===== src/rtl/req_capture_if.sv =====
// Request capture bus: raw requests in, sticky pending vector out to the
// priority encoder, encoder code back in, and the grant handshake to the consumer.
//   req_in      : raw request levels (synchronous to clk)
//   pend        : sticky pending vector, drives encoder input
//   code_in     : encoder output code (0 = none, k = channel k-1)
//   grant_valid : grant presented
//   grant_code  : granted code, stable while grant_valid
//   grant_ack   : consumer accepts the grant
//   overrun     : per-channel sticky overrun flags
//   overrun_clr : clears all overrun flags
interface req_capture_if;
  localparam int unsigned N  = 12;
  localparam int unsigned CW = 4;

  logic [N-1:0]  req_in;
  logic [N-1:0]  pend;
  logic [CW-1:0] code_in;
  logic          grant_valid;
  logic [CW-1:0] grant_code;
  logic          grant_ack;
  logic [N-1:0]  overrun;
  logic          overrun_clr;

  // Environment side: drives requests, encoder code and consumer handshake.
  modport master (
    output req_in, code_in, grant_ack, overrun_clr,
    input  pend, grant_valid, grant_code, overrun
  );

  // Capture stage side.
  modport slave (
    input  req_in, code_in, grant_ack, overrun_clr,
    output pend, grant_valid, grant_code, overrun
  );
endinterface


===== src/rtl/req_capture.sv =====
// Request capture and service stage upstream of a 12-to-4 priority encoder.
// Rising request edges become sticky pending bits; the encoder's code is
// latched into a held grant, and the serviced pending bit clears on ack.
//   clk   : system clock, rising edge
//   reset : synchronous, active-high
//   bus   : req_capture_if.slave (requests, pending, code, grant handshake, overrun)
module req_capture (
  input logic           clk,
  input logic           reset,
  req_capture_if.slave  bus
);
  localparam int unsigned N  = 12;
  localparam int unsigned CW = 4;

  typedef enum logic {
    IDLE  = 1'b0,
    GRANT = 1'b1
  } state_t;

  state_t        state;
  logic [N-1:0]  prev;
  logic [N-1:0]  pend;
  logic [N-1:0]  overrun;
  logic          grant_valid;
  logic [CW-1:0] grant_code;

  logic [N-1:0]  rise;
  logic [N-1:0]  clr_mask;
  logic [N-1:0]  ovr_set;
  logic          code_ok;
  logic          ack_fire;

  assign rise     = bus.req_in & ~prev;
  assign ack_fire = grant_valid & bus.grant_ack;
  // Codes 0 and 13..15 mean no request.
  assign code_ok  = (bus.code_in != '0) && (bus.code_in <= CW'(N));

  // One-hot clear of the serviced channel on acknowledge.
  always_comb begin
    clr_mask = '0;
    if (ack_fire && grant_code != '0) begin
      clr_mask = N'(1) << (grant_code - CW'(1));
    end
  end

  // A repeat edge on an already-pending bit is an overrun unless that bit is
  // being serviced this cycle (then the edge simply re-arms it).
  assign ovr_set = rise & pend & ~clr_mask;

  // Edge detect, pending and overrun tracking.
  always_ff @(posedge clk) begin
    if (reset) begin
      prev    <= '0;
      pend    <= '0;
      overrun <= '0;
    end else begin
      prev    <= bus.req_in;
      pend    <= (pend & ~clr_mask) | rise;
      overrun <= bus.overrun_clr ? ovr_set : (overrun | ovr_set);
    end
  end

  // Grant FSM: latch the encoder code, hold it until acknowledged.
  always_ff @(posedge clk) begin
    if (reset) begin
      state       <= IDLE;
      grant_valid <= 1'b0;
      grant_code  <= '0;
    end else begin
      case (state)
        IDLE: begin
          if (code_ok) begin
            grant_code  <= bus.code_in;
            grant_valid <= 1'b1;
            state       <= GRANT;
          end
        end
        GRANT: begin
          if (bus.grant_ack) begin
            grant_valid <= 1'b0;
            state       <= IDLE;
          end
        end
        default: begin
          grant_valid <= 1'b0;
          state       <= IDLE;
        end
      endcase
    end
  end

  assign bus.pend        = pend;
  assign bus.overrun     = overrun;
  assign bus.grant_valid = grant_valid;
  assign bus.grant_code  = grant_code;

endmodule


===== src/flat_wrapper.sv =====
// flat-port wrapper written by rule: the top's interface ports become plain ports
module req_capture_flat 
  (clk, reset, bus_req_in, bus_code_in, bus_grant_ack, bus_overrun_clr, bus_pend, bus_grant_valid, bus_grant_code, bus_overrun);
  req_capture_if bus_i ();
  input logic clk;
  input logic reset;
  input wire logic [$bits(bus_i.req_in)-1:0] bus_req_in;
  input wire logic [$bits(bus_i.code_in)-1:0] bus_code_in;
  input wire logic [$bits(bus_i.grant_ack)-1:0] bus_grant_ack;
  input wire logic [$bits(bus_i.overrun_clr)-1:0] bus_overrun_clr;
  output wire logic [$bits(bus_i.pend)-1:0] bus_pend;
  output wire logic [$bits(bus_i.grant_valid)-1:0] bus_grant_valid;
  output wire logic [$bits(bus_i.grant_code)-1:0] bus_grant_code;
  output wire logic [$bits(bus_i.overrun)-1:0] bus_overrun;
  assign bus_i.req_in = bus_req_in;
  assign bus_i.code_in = bus_code_in;
  assign bus_i.grant_ack = bus_grant_ack;
  assign bus_i.overrun_clr = bus_overrun_clr;
  assign bus_pend = bus_i.pend;
  assign bus_grant_valid = bus_i.grant_valid;
  assign bus_grant_code = bus_i.grant_code;
  assign bus_overrun = bus_i.overrun;
  req_capture u_core (.clk(clk), .reset(reset), .bus(bus_i));
endmodule

===== config.mk =====
export PLATFORM = sky130hd
export DESIGN_NAME = req_capture_flat
export DESIGN_NICKNAME = d
export VERILOG_FILES = /design/src/rtl/req_capture_if.sv /design/src/rtl/req_capture.sv /design/src/flat_wrapper.sv
export SDC_FILE = /design/constraint.sdc
export NUM_CORES = 1
export LEC_CHECK = 0
export CORE_MARGIN = 8
export CORE_UTILIZATION = 51
export CTS_BUF_LIST = sky130_fd_sc_hd__clkbuf_2
export CTS_CLUSTER_SIZE = 10
export DETAILED_ROUTE_END_ITERATION = 6
export MAX_ROUTING_LAYER = met4
export PLACE_DENSITY_LB_ADDON = 0.15
export SLEW_MARGIN = 30
export SYNTH_ARGS = -nofsm -noshare
export SYNTH_HDL_FRONTEND = slang
export SYNTH_SLANG_ARGS = --single-unit

===== constraint.sdc =====
create_clock -name clk -period 3 [get_ports clk]
set_input_delay 0.9 -clock clk [delete_from_list [all_inputs] [get_ports clk]]
set_output_delay 0.9 -clock clk [all_outputs]
set_load 0.01 [all_outputs]

==> run_results.csv <==
group,metric,value,unit
hold_path,hp-start,"u_core.bus.overrun[1]",
routing,drc,0,
clock_tree,numCtsBuffers,5,
floorplanning,dieArea,5180,µm²
routing,ant_nets,0,
finish,multiInputGateArea,711,µm²
finish,regArea,841,µm²
logic_synthesis,async_reset_ff_share,0,%
hold_path,hold_class,"flop to flop",
logic_synthesis,ys_seq_area_share,52.6,%
logic_synthesis,yosys.area.top_type,"dfxtp_1",
logic_synthesis,synthesis.area,1600,µm²
placement,gp_congestion,0.788,
routing,wire_per_inst,14.8,µm
clock_tree,cts-resized-gates,0,
finish,final_nets,246,
clock_tree,root_buffer,"clkbuf_2",
floorplanning,die_h,72.0,µm
setup_path,crit_type,"flop to output pin",
clock_tree,cts_max_level,2,
logic_synthesis,yosys-top-cells-area,"dfxtp_1 53%, nor2b_1 6.3%, a21oi_1 6.0%",
sta,finalSetupTns,0,ns
setup_path,slowest_stage,"clkdlybuf4s50_1",
clock_tree,cts_tree,"done",
finish,layout-drive-gt1-share,4.41,%
setup_path,required,2.10,ns
clock_tree,ctsHoldBuffers,0,
floorplanning,ios,49,
routing,wirelength,4020,µm
sta,finalHoldViolCount,0,
setup_path,r2r_start,"u_core.bus.grant_code[1]",
clock_tree,clk_latency,0.40,ns
global_route,grt_first_pass_wirelength,6630,µm
setup_path,cp_num_buf_inv,1,
logic_synthesis,synth.avg_cell_area,9.08,µm²
sta,tightest_slew,0.487,ns
logic_synthesis,synth-seq-cells,42,
sta,drv_slew,0,
logic_synthesis,synth_warnings,0,
clock_tree,postCtsSetupBuffers,0,
hold_path,hold_end,"u_core.bus.overrun[1]",
power_and_ir_drop,cellLeakagePower,0.800,nW
floorplanning,start_util,52.8,%
sta,fmax,418,MHz
sta,fin_crit,2.39,ns
logic_synthesis,ys.flop_type,"dfxtp_1",
logic_synthesis,synth.most_common_cell,"dfxtp_1",
floorplanning,row_count,20,
routing,drt_iter0_drc,140,
sta,maxSlewHeadroom,67.4,%
placement,pre_cts_ws,0.721,ns
sta,skew,0.0145,ns
setup_path,critical_path.top_delay_family,"buffers and inverters",
setup_path,cp_max_fo,8,
sta,setup_ws,0.607,ns
setup_path,critPathLaunchType,"flop",
routing,drtPass1Iterations,4,
logic_synthesis,synth_top_area_share,52.6,%
routing,num_vias,1455,
flow_run,cap_violations,0,
outcome,status,"finished, final reports clean",
logic_synthesis,synth_edf_count,0,
global_route,grt_pass1_vias,1408,
setup_path,r2r_cells,3,
setup_path,cp-end-kind,"output pin",
logic_synthesis,synth_cell_types,23,
setup_path,r2r_end,"u_core.bus.overrun[6]",
routing,vias_per_cell,5.37,
sta,finalSetupViolations,0,
finish,n_fill_cell,235,
hold_path,hold_depth,2,
global_route,overflow,0,
setup_path,cp.arrival,1.49,ns
global_route,grt_start_max_net_pins,28,
setup_path,path_cells,"clkdlybuf4s50_1",
clock_tree,clkSinkCount,42,
global_route,antenna_found_initial,0,
power_and_ir_drop,power_density,516,nW/µm²
finish,diodes,0,
floorplanning,coreArea,3030,µm²
logic_synthesis,yosys-top-cells-count,"42 x dfxtp_1, 19 x a21oi_1, 17 x nand2_1",
sta,timing.hold.ws,0.479,ns
sta,rsz0062_at_grt,"no",
global_route,grt_use_total,16.7,%
floorplanning,die_w,72.0,µm
clock_tree,clk_pin_slew,0.21,ns
sta,finalCritPeriodShare,79.8,%
setup_path,slowest_delay,0.59,ns
setup_path,rrSetupSlack,1.75,ns
logic_synthesis,syn-num-nets,196,
clock_tree,cts_buffer_depth,2,
placement,io_buffers,48,
power_and_ir_drop,peakVddDrop,458,µV
logic_synthesis,synth_cells,176,
finish,syn2layout_area_growth,36.8,%
placement,hpwl,3020,µm
## through the flow
| stage | area [µm²] | std cells | util (%) | power [W] |
|---|---|---|---|---|
| 5_1_grt | 2190 | 271 | 72.2 | 0.00118 |
| 4_1_cts | 2190 | 271 | 72.2 | 0.00113 |
| 3_5_place_dp | 2120 | 263 | 70.0 | 0.000822 |
| 6_report | 2190 | 271 | 72.2 | 0.00113 |
| 2_1_floorplan | 1600 | 176 | - | 0.000716 |
| 3_3_place_gp | 2120 | 263 | 70.0 | 0.000814 |
## kinds of logic after synthesis
| family | count (synthesis) | share of synthesized area (%) |
|---|---|---|
| DFF | 42 | 52.6 |
| AOI/OAI and AO/OA | 59 | 22.2 |
| buffers and inverters | 12 | 2.90 |
| and+or+nand+nor | 63 | 22.3 |
## report_power, final
part           internal [W]  switching, W
combinational      0.000102     0.0000852
sequential         0.000595     0.0000284
clock              0.000138      0.000179
total              0.000835      0.000293
## worst max-delay path by stage
stage | start | end | slack, ns | cells after the start
4_1_cts | u_core.bus.grant_code[1] | bus_grant_code[1] | 0.59 | 1
2_1_floorplan | bus_code_in[3] | u_core.bus.grant_valid | 1.34 | 4
5_1_grt | u_core.bus.grant_code[1] | bus_grant_code[1] | 0.50 | 1
6_report | u_core.bus.grant_code[1] | bus_grant_code[1] | 0.61 | 1
3_5_place_dp | bus_grant_ack | u_core.bus.overrun[6] | 0.72 | 4
3_3_place_gp | bus_grant_ack | u_core.bus.overrun[6] | 0.78 | 4
## routing by layer
layer,vias to the layer above,track usage (%),wire length [µm],part of all wire [%]
li1,721,-,-,-
met1,676,18.4,1680,42
met2,50,26.7,2000,50
met3,8,6.34,266,6.6
met4,0,6.80,70,1.7
met5,-,-,0,0
## cell type report
class | count | share of cell area, %
Tap cell | 44 | 2.52
Sequential cell | 42 | 38.5
Multi-Input combinational cell | 122 | 32.5
Clock inverter | 3 | 1.83
Timing Repair Buffer | 50 | 22.7
Inverter | 5 | 0.859
Clock buffer | 5 | 1.14
## cell usage in the layout, fill, tap and decap left out, types with 2 or more instances in the layout
| cell type | netlist | routed |
|---|---|---|
| nor2b_1 | 16 | 16 |
| inv_1 | 5 | 5 |
| o21bai_1 | 4 | 4 |
| o21ai_0 | 4 | 4 |
| buf_4 | 0 | 2 |
| nand4b_1 | 2 | 2 |
| o21ai_1 | 14 | 14 |
| and3_1 | 2 | 2 |
| clkdlybuf4s50_1 | 0 | 48 |
| dfxtp_1 | 42 | 42 |
| o31ai_1 | 7 | 7 |
| nand2_1 | 17 | 17 |
| nor3b_1 | 4 | 4 |
| clkbuf_2 | 0 | 5 |
| a21oi_1 | 19 | 19 |
| a31oi_1 | 4 | 4 |
| clkinv_2 | 0 | 2 |
| o2111ai_1 | 5 | 5 |
| nor2_1 | 4 | 4 |
| nand2b_1 | 15 | 15 |
## worst register-to-register path, stage by stage (launching register included)
cell,delay (ns)
dfxtp_1,0.50
nand4b_1,0.29
o2111ai_1,0.29
a21oi_1,0.09
## registers in the layout, summed over array words and instances, names as in the netlist
| signal | cells |
|---|---|
| u_core.state | 1 |
| u_core.bus.overrun | 12 |
| u_core.prev | 12 |
| u_core.bus.pend | 12 |
| u_core.bus.grant_valid | 1 |
| u_core.bus.grant_code | 4 |
No activity file was read; power rests on OpenSTA's default activity.
